<file path="src/rtl/inst_fetch_queue.sv">
// inst_fetch_queue: front-end fetch stage.
//   Issues sequential PCs to instruction memory under a credit limit, buffers the
//   returned words in a DEPTH-entry in-order queue, and presents the head to decode.
//   A redirect flushes the queue and drops every response that is still in flight.
// Ports:
//   clk, rst                         core clock, async active-high reset
//   imem_req_valid/ready/addr        fetch request channel (addr = current PC)
//   imem_resp_valid/data             in-order responses, no backpressure
//   redirect_valid/redirect_pc       single-cycle redirect to a new PC
//   dec_valid/ready/inst/pc          head entry toward decode (NOP/0 when empty)
module inst_fetch_queue #(
  parameter int          DEPTH    = 2,
  parameter logic [63:0] RESET_PC = 64'h0,
  parameter logic [31:0] NOP_INST = 32'h13
) (
  input  logic        clk,
  input  logic        rst,
  output logic        imem_req_valid,
  input  logic        imem_req_ready,
  output logic [63:0] imem_req_addr,
  input  logic        imem_resp_valid,
  input  logic [31:0] imem_resp_data,
  input  logic        redirect_valid,
  input  logic [63:0] redirect_pc,
  output logic        dec_valid,
  input  logic        dec_ready,
  output logic [31:0] dec_inst,
  output logic [63:0] dec_pc
);
  localparam int PW = $clog2(DEPTH);
  localparam int CW = PW + 1;

  logic [63:0]             pc;
  logic [CW-1:0]           occ, outst, disc;
  logic [DEPTH-1:0][31:0]  q_inst;
  logic [DEPTH-1:0][63:0]  q_pc;
  logic [PW-1:0]           q_head, q_tail;
  // PCs of live (non-discarded) requests, in issue order
  logic [DEPTH-1:0][63:0]  f_pc;
  logic [PW-1:0]           f_head, f_tail;

  logic [CW:0]   credit;
  logic [63:0]   redir_aligned;
  logic          req_fire, push, pop, resp_drop;

  assign redir_aligned = redirect_pc & ~64'h3;

  // In-flight requests (including stale ones) reserve a queue slot, so a
  // response can always be written without checking for space.
  assign credit         = {1'b0, occ} + {1'b0, outst};
  assign imem_req_valid = !rst && (credit < (CW+1)'(DEPTH)) && !redirect_valid;
  assign imem_req_addr  = pc;
  assign req_fire       = imem_req_valid && imem_req_ready;

  assign dec_valid = (occ != '0);
  assign dec_inst  = dec_valid ? q_inst[q_head] : NOP_INST;
  assign dec_pc    = dec_valid ? q_pc[q_head]   : 64'h0;
  assign pop       = dec_valid && dec_ready;

  // A response in a redirect cycle is always stale.
  assign push      = imem_resp_valid && (disc == '0) && !redirect_valid;
  assign resp_drop = imem_resp_valid && (disc != '0) && !redirect_valid;

  always_ff @(posedge clk or posedge rst) begin
    if (rst) begin
      pc     <= RESET_PC;
      occ    <= '0;
      outst  <= '0;
      disc   <= '0;
      q_head <= '0;
      q_tail <= '0;
      f_head <= '0;
      f_tail <= '0;
    end else begin
      outst <= outst + CW'(req_fire) - CW'(imem_resp_valid);
      if (redirect_valid) begin
        pc     <= redir_aligned;
        occ    <= '0;
        q_head <= '0;
        q_tail <= '0;
        f_head <= '0;
        f_tail <= '0;
        // everything still outstanding after this cycle belongs to the old path
        disc   <= outst - CW'(imem_resp_valid);
      end else begin
        if (req_fire) begin
          pc     <= pc + 64'd4;
          f_tail <= f_tail + PW'(1);
        end
        if (resp_drop) disc <= disc - CW'(1);
        if (push) begin
          q_tail <= q_tail + PW'(1);
          f_head <= f_head + PW'(1);
        end
        if (pop) q_head <= q_head + PW'(1);
        occ <= occ + CW'(push) - CW'(pop);
      end
    end
  end

  // Payload storage needs no reset; validity comes from the pointers/counters.
  always_ff @(posedge clk) begin
    if (req_fire && !redirect_valid) f_pc[f_tail] <= pc;
    if (push) begin
      q_inst[q_tail] <= imem_resp_data;
      q_pc[q_tail]   <= f_pc[f_head];
    end
  end

  no_overflow: assert property (@(posedge clk) disable iff (rst)
    !(push && (occ == CW'(DEPTH)) && !pop));

endmodule
</file>
<file path="config.mk">
export PLATFORM = sky130hd
export DESIGN_NAME = inst_fetch_queue
export DESIGN_NICKNAME = d
export VERILOG_FILES = /design/src/rtl/inst_fetch_queue.sv
export SDC_FILE = /design/constraint.sdc
export NUM_CORES = 1
export LEC_CHECK = 0
export ABC_AREA = 1
export CORE_MARGIN = 5
export CORE_UTILIZATION = 27
export DETAILED_ROUTE_END_ITERATION = 8
export GPL_ROUTABILITY_DRIVEN = 0
export SYNTH_ARGS = -nofsm -noshare
export SYNTH_HDL_FRONTEND = slang
export SYNTH_SLANG_ARGS = --single-unit
</file>
<file path="constraint.sdc">
create_clock -name clk -period 15.7 [get_ports clk]
set_clock_uncertainty 0.2 [all_clocks]
set_input_delay 3.925 -clock clk [delete_from_list [all_inputs] [get_ports clk]]
set_output_delay 3.925 -clock clk [all_outputs]
set_load 0.03 [all_outputs]
</file>
; Word-level counts from Yosys, hierarchy flattened
; Index checks and enable logic that the tools add are counted.
[word_totals]
register_bits = 394
[classes]
n_addsub = 12
n_reduce_logical = 20
n_lt_le_gt_ge = 7
n_mux = 30
[op_table]
columns = operator, count
row1 = $mux 64, 9
row2 = $bwmux 128, 2
row3 = $demux 64 s1, 2
row4 = $mux 32, 4
row5 = $add 64x3->64 const B, 1
row6 = $bwmux 64, 1
row7 = $demux 32 s1, 1
row8 = $reduce_bool 2->1, 6
row9 = $logic_and 1x1->1, 11
row10 = $lt 1x2->1 const B, 4
row11 = $mux 1, 8
row12 = $mux 2, 3
row13 = $sub 2x1->2, 3
row14 = $add 1x1->1 const B, 4
row15 = $add 2x1->2, 2
row16 = $add 2x2->3, 1
row17 = $lt 3x2->1 const B, 1
row18 = $ge 1x1->1 const B, 2
row19 = $logic_not 1->1, 2
row20 = $logic_not 2->1, 1
row21 = $sub 2x1->2 const B, 1

; Longest topological paths before layout
; Gate-level depths: netlist (run 1).
[depth]
depth_word = 7
ltp_mapped = 11
mapped_depth_nobuf = 11

; Worst setup path before layout (run 1)
; No wires, ideal clock.
[synth_path]
path_type = input-to-output
from = input port redirect_valid
to = output port imem_req_valid
slack_ps = 6305
arrival_time_ps = 5270
path_stages = 3
cell_sequence = buf_2 -> clkbuf_1 -> nor4_1
[synth_via]
elab_chain_len = 2
[synth_lines]
columns = element, line
row1 = start: declaration, 23  ; input logic redirect_valid,
row2 = $logic_not 1->1, 51  ; assign imem_req_valid = !rst && (credit < (CW+1)'(DEPTH)) && !redirect_valid;
row3 = $logic_and 1x1->1, 51
row4 = end: declaration, 18  ; output logic imem_req_valid,
; Every way passes these cells.

; Worst setup path in the final report (run 1)
[layout_path]
from = input port rst
to = output port imem_req_valid
[layout_via]
elab_chain_len = 3
[layout_lines]
columns = element, line
row1 = start: declaration, 17  ; input logic rst,
row2 = $logic_not 1->1 (no source line), --
row3 = $logic_and 1x1->1 (2 in a row), 51
; Every way passes these cells.

==> impl_metrics.toml, run 1 <==
[clock_network]
numClockSinks = 384
clk-insertion-delay-late_ns = 0.57
clock_path_buffers = 3
cts_max_level = 2
root_buffer = "clkbuf_16"
postCtsHoldBufs = 0
cts_setup_buffers = 0
cts_resized = 0
clk_transition_reported_paths_ns = 0.06
clock_tree_from_tritoncts = "yes"
tritoncts.num_buffers = 40

[grt]
globalRoute.totalOverflow = 0
grt_antenna_before_repair = 5
grt_pass1_wl_um = 75500
grt_start_max_net_pins = 74
via_count_of_the_first_global_routing_pass = 11900
grt_usage_pct = 14.7

[drt]
detail-route-antenna-nets = 0
firstDrtPassIters = 5
wl_met3_um = 3430
routed.top_layer = "met5"
m1WireLength_um = 21100
routedWlPerCell_um = 19.2
routed_wirelength_um = 51300
met2WireLength_um = 25200
vias_per_cell = 4.45
first_iter_violations = 833
drc_errors = 0
routed-via-count = 11900

[cells_and_area]
most-common-layout-cells = "nand2_1, edfxtp_1, clkdlybuf4s50_1, nor2_1, a21oi_1"
n_fill_cell = 6132
postLayoutCoreUtil_pct = 35.1
finish.cell_count_without_fillers = 2679
areaGrowthSynthToFinish_pct = 28.5
final_layout_size_suffix_gt1_share_pct = 10.7
final_common_cell = "nand2_1"
final_net_count = 1919

[sta]
finalWorstPathRequiredPeriod_ns = 9.38
rsz_0062_raised_after_global_routing = "no"
number_of_hold_violations_in_the_final_report = 0
max_slew.worst_pin.slew_ns = 1.22
final_worst_path_cycle_share_pct = 59.8
final.setup.tns_ns = 0
timing_max_transition_violations_final = 0
timing.slew.headroom_pct = 18.7
fmax_ghz = 0.107
count_of_endpoints_failing_setup_in_the_final_report = 0

[synthesis]
post_synth_main_area_contributors = "edfxtp_1, nand2_1, dfrtp_1, mux2_2, a21oi_1"
post_synth_inst_count = 1556
mappedNetlistArea_um2 = 16900
synth_sequential_area_ratio_pct = 66.0
ys.warnings.count = 0
synth.avg_cell_area_um2 = 10.9
synthDominantCellAreaShare_pct = 55.3
ys_seq_elements = 384
area_leader_netlist = "edfxtp_1"
synth_cell_types = 34

[hold_path]
hold_start = "outst[0]"
worst_hold_path_type = "register to register"
hold-path-cell-count = 1
worst_hold_endpoint = "outst[0]"

[power_and_ir_drop]
power_leakage_nw = 7.85
power_density_nw_per_um2 = 148
vdd.ir_drop.worst_mv = 0.0639

[die]
std_cell_rows = 91
io_pins = 264
floorplan.die.width_um = 260
placeableCoreArea_um2 = 61900
chipHeight_um = 260
floorplan.die_area_um2 = 67800
starting_density_of_the_core_pct = 27.3

[status]
run_status = "complete, no violations"

[setup_path]
r2r_start = "occ[0]"
critPathLaunchType = "primary input"
criticalPathCategory = "primary input to output port"
worst-endpoint-required_ns = 11.57
timing.reg2reg.worst_path_depth = 11
crit_arrival_ns = 5.26
setup.reg_to_reg.worst_slack_ns = 12.04
reg2reg_capture_point = "imem_req_addr[22]"
cp-end-kind = "output port"
critPathMaxFanout = 2

[flow_run]
drv.max_cap_violation_count = 0

[placed_design]
post-place-cells = 2604
place.detailed.hpwl_um = 35800
io_buffers = 257
[how the worst max path moves through the flow]
stage	start	to	depth (start not counted)	slack [ns]
after floorplan	redirect_valid	imem_req_valid	3	6.30
after global placement	rst	imem_req_valid	3	6.33
after detailed placement	rst	imem_req_valid	3	6.33
after CTS	rst	imem_req_valid	3	6.32
after global routing	rst	imem_req_valid	3	6.20
final	rst	imem_req_valid	3	6.32
[logic make-up after synthesis]
logic type | share of synthesized area [%]
XOR/XNOR | 1.76
AND/OR/NAND/NOR | 18.4
flip-flops | 66.0
adder cells (fa/ha/maj) | 0.635
buffers and inverters | 3.67
other | 0.0221
multiplexers | 4.12
AO/OA/AOI/OAI | 5.43
[worst max-delay path, cell delays in order]
cell and delay, ns:
clkdlybuf4s50_1 0.44, nor4_1 0.18, clkdlybuf4s50_1 0.71
[power by group]
group / internal, mW / total (mW) / switching (mW)
Combinational: 0.320 / 0.877 / 0.557
Sequential: 1.25 / 1.39 / 0.139
Clock: 0.564 / 0.964 / 0.400
Total: 2.13 / 3.23 / 1.10
[layout make-up]
cell class | instances | area, µm² | area share (%)
Timing Repair Buffer | 270 | 2670 | 12.2
Sequential cell | 384 | 11200 | 51.4
Inverter | 92 | 349 | 1.60
Antenna cell | 2 | 5.00 | 0.0230
Clock inverter | 21 | 274 | 1.26
Clock buffer | 52 | 1060 | 4.85
Multi-Input combinational cell | 1021 | 5190 | 23.8
Tap cell | 837 | 1050 | 4.81
[state kept, by name, indices dropped and copies added, names as in the netlist]
| name | flops |
|---|---|
| f_pc | 124 |
| q_pc | 124 |
| q_inst | 64 |
| imem_req_addr | 62 |
| disc | 2 |
| occ | 2 |
| outst | 2 |
| f_head | 1 |
| f_tail | 1 |
| q_head | 1 |
| q_tail | 1 |
[routing by layer]
| metal | global-route usage (%) | vias to the layer above |
|---|---|---|
| li1 | - | 5753 |
| met1 | 18.5 | 5788 |
| met2 | 24.7 | 292 |
| met3 | 3.92 | 86 |
| met4 | 4.68 | 6 |
| met5 | 0 | - |
[stage by stage]
step | area [µm²] | power, mW | setup slack (ns) | hold WS [ns]
3_5_place_dp | 20400 | 2.30 | 6.33 | 0.337
3_3_place_gp | 20400 | 2.29 | 6.33 | 0.321
5_1_grt | 21800 | 3.39 | 6.20 | 0.372
4_1_cts | 21800 | 3.28 | 6.32 | 0.352
2_1_floorplan | 16900 | 1.89 | 6.30 | 0.283
6_report | 21800 | 3.23 | 6.32 | 0.357
[synth_stat cells, drive strengths merged]
library cell  instances
inv                  92
nand3                44
o211ai               14
nor4                  1
mux2                 62
o21bai                7
conb                  1
buf                  30
nand2               547
o21ai                45
clkbuf               32
a21oi                95
fa                    1
dfrtp                72
a22o                  6
o311ai                1
xor2                 28
ha                    7
nand4                14
nor2                137
edfxtp              312
nor3                  2
xnor2                 6
No activity file was read; power rests on OpenSTA's default activity.
==> inputs of run 2 (changes only) <==
- clock period: 15.7 -> 9.8 ns (I/O delays scaled with it)
==> run 2 against run 1 <==
Net effect:
- via count decreased by 0.22%
- die area stayed put
- clock power up 58%
- largest power group unchanged
- wire length shrank 1.0%
==> impl_metrics.toml, run 2 (same netlist as run 1, synthesis figures left out) <==
[die]
io_pins = 264
floorplan.die.width_um = 260
floorplan.die_area_um2 = 67800
std_cell_rows = 91
starting_density_of_the_core_pct = 27.3
chipHeight_um = 260
placeableCoreArea_um2 = 61900

[cells_and_area]
postLayoutCoreUtil_pct = 35.1
final_layout_size_suffix_gt1_share_pct = 11.1
areaGrowthSynthToFinish_pct = 28.5
biggestRegsByFlops = "f_pc: 124 flops, q_pc: 124 flops, q_inst: 64 flops"
most-common-layout-cells = "nand2_1, edfxtp_1, clkdlybuf4s50_1, nor2_1, a21oi_1"
final_common_cell = "nand2_1"
final_net_count = 1921

[grt]
grt_pass1_wl_um = 75300
groute.layer.met1.usage_pct = 18.7
via_count_of_the_first_global_routing_pass = 11800
grt_use_met2_pct = 25.0
grt.met3_usage_pct = 3.37
grt_start_max_net_pins = 74
grt_usage_pct = 14.6
globalRoute.totalOverflow = 0
grt_antenna_before_repair = 4
grt_most_used_layer = "met2"

[setup_path]
critPathMaxFanout = 52
timing.reg2reg.worst_path_depth = 11
cp-end-kind = "output port"
critPathLaunchType = "register"
criticalPathCategory = "register to output port"
r2r_start = "occ[0]"
setup.reg_to_reg.worst_slack_ns = 6.09
reg2reg_capture_point = "imem_req_addr[20]"
crit_arrival_ns = 3.80
worst-endpoint-required_ns = 7.15

[clock_network]
cts_max_level = 2
clk_transition_reported_paths_ns = 0.06
clk-insertion-delay-late_ns = 0.56
root_buffer = "clkbuf_16"
clock_path_buffers = 3
clock_tree_from_tritoncts = "yes"
postCtsHoldBufs = 0
numClockSinks = 384
cts_setup_buffers = 0
cts_resized = 0
tritoncts.num_buffers = 40

[sta]
number_of_hold_violations_in_the_final_report = 0
timing_max_transition_violations_final = 0
whs_ns = 0.353
rsz_0062_raised_after_global_routing = "no"
fmax_ghz = 0.155
final_worst_path_cycle_share_pct = 65.8
final.setup.tns_ns = 0
finalWorstPathRequiredPeriod_ns = 6.45
count_of_endpoints_failing_setup_in_the_final_report = 0
timing.slew.headroom_pct = 32.5
max_slew.worst_pin.slew_ns = 1.01

[drt]
vias_per_cell = 4.44
first_iter_violations = 797
firstDrtPassIters = 5
routedWlPerCell_um = 19.0
detail-route-antenna-nets = 0
routed_wirelength_um = 50800
routed-via-count = 11900
drc_errors = 0

[power_and_ir_drop]
vdd.ir_drop.worst_mv = 0.105
power_leakage_nw = 7.85
power_density_nw_per_um2 = 236

[placed_design]
place.detailed.hpwl_um = 35700
io_buffers = 257

[hold_path]
worst_hold_endpoint = "outst[0]"
hold_start = "outst[0]"
worst_hold_path_type = "register to register"
hold-path-cell-count = 1

[flow_run]
drv.max_cap_violation_count = 0

[status]
run_status = "complete, no violations"
-- run 2: changes by cell type in the layout (fill, tap and decap cells not counted), sizes merged --
cell,before,now
clkbuf,52,49
clkinvlp,2,5
bufinv,5,4
clkinv,12,13
buf,14,16
inv,94,92
-- run 2: power breakdown --
group / leakage (nW) / switching (mW) / internal (mW) / total (mW)
clock: 0.635 / 0.626 / 0.890 / 1.52
sequential: 3.70 / 0.225 / 2.00 / 2.23
combinational: 3.52 / 0.889 / 0.516 / 1.40
total: 7.85 / 1.74 / 3.41 / 5.15
-- run 2: critical path, cell delays in order, from the launching register on --
cell and delay, ns:
dfrtp_4 0.86, clkinv_2 0.79, buf_4 0.57, nand2_1 0.14, a21oi_1 0.12, clkdlybuf4s50_1 0.65
-- run 2: layout make-up --
| type | count | area [µm²] |
|---|---|---|
| Fill cell | 6175 | 40200 |
| Sequential cell | 384 | 11200 |
| Multi-Input combinational cell | 1021 | 5190 |
| Timing Repair Buffer | 272 | 2680 |
| Clock buffer | 49 | 1070 |
| Tap cell | 837 | 1050 |
| Inverter | 92 | 349 |
| Clock inverter | 22 | 243 |
| Antenna cell | 2 | 5.00 |
-- run 2: routing by layer --
layer / up-vias / wire length (µm)
met3: 66 / 3140
met4: 6 / 1070
li1: 5771 / -
met2: 310 / 25200
met1: 5746 / 21400
met5: - / 34
-- run 2: through the flow --
stage / setup WS, ns / power (mW) / cell area, µm² / instances
2_1_floorplan: 1.95 / 3.03 / 16900 / 1559
4_1_cts: 3.23 / 5.23 / 21800 / 2677
3_3_place_gp: 3.36 / 3.66 / 20400 / 2606
6_report: 3.35 / 5.15 / 21800 / 2679
3_5_place_dp: 3.35 / 3.69 / 20400 / 2606
5_1_grt: 3.14 / 5.40 / 21800 / 2678
-- run 2: worst max-delay path by stage --
stage / end / from / cells after the start
global placement: imem_req_valid / rst / 3
floorplan: f_pc[100] / rst / 4
detailed placement: imem_req_valid / rst / 3
CTS: dec_pc[47] / q_head / 5
finish: dec_pc[47] / q_head / 5
global route: dec_pc[50] / q_head / 5
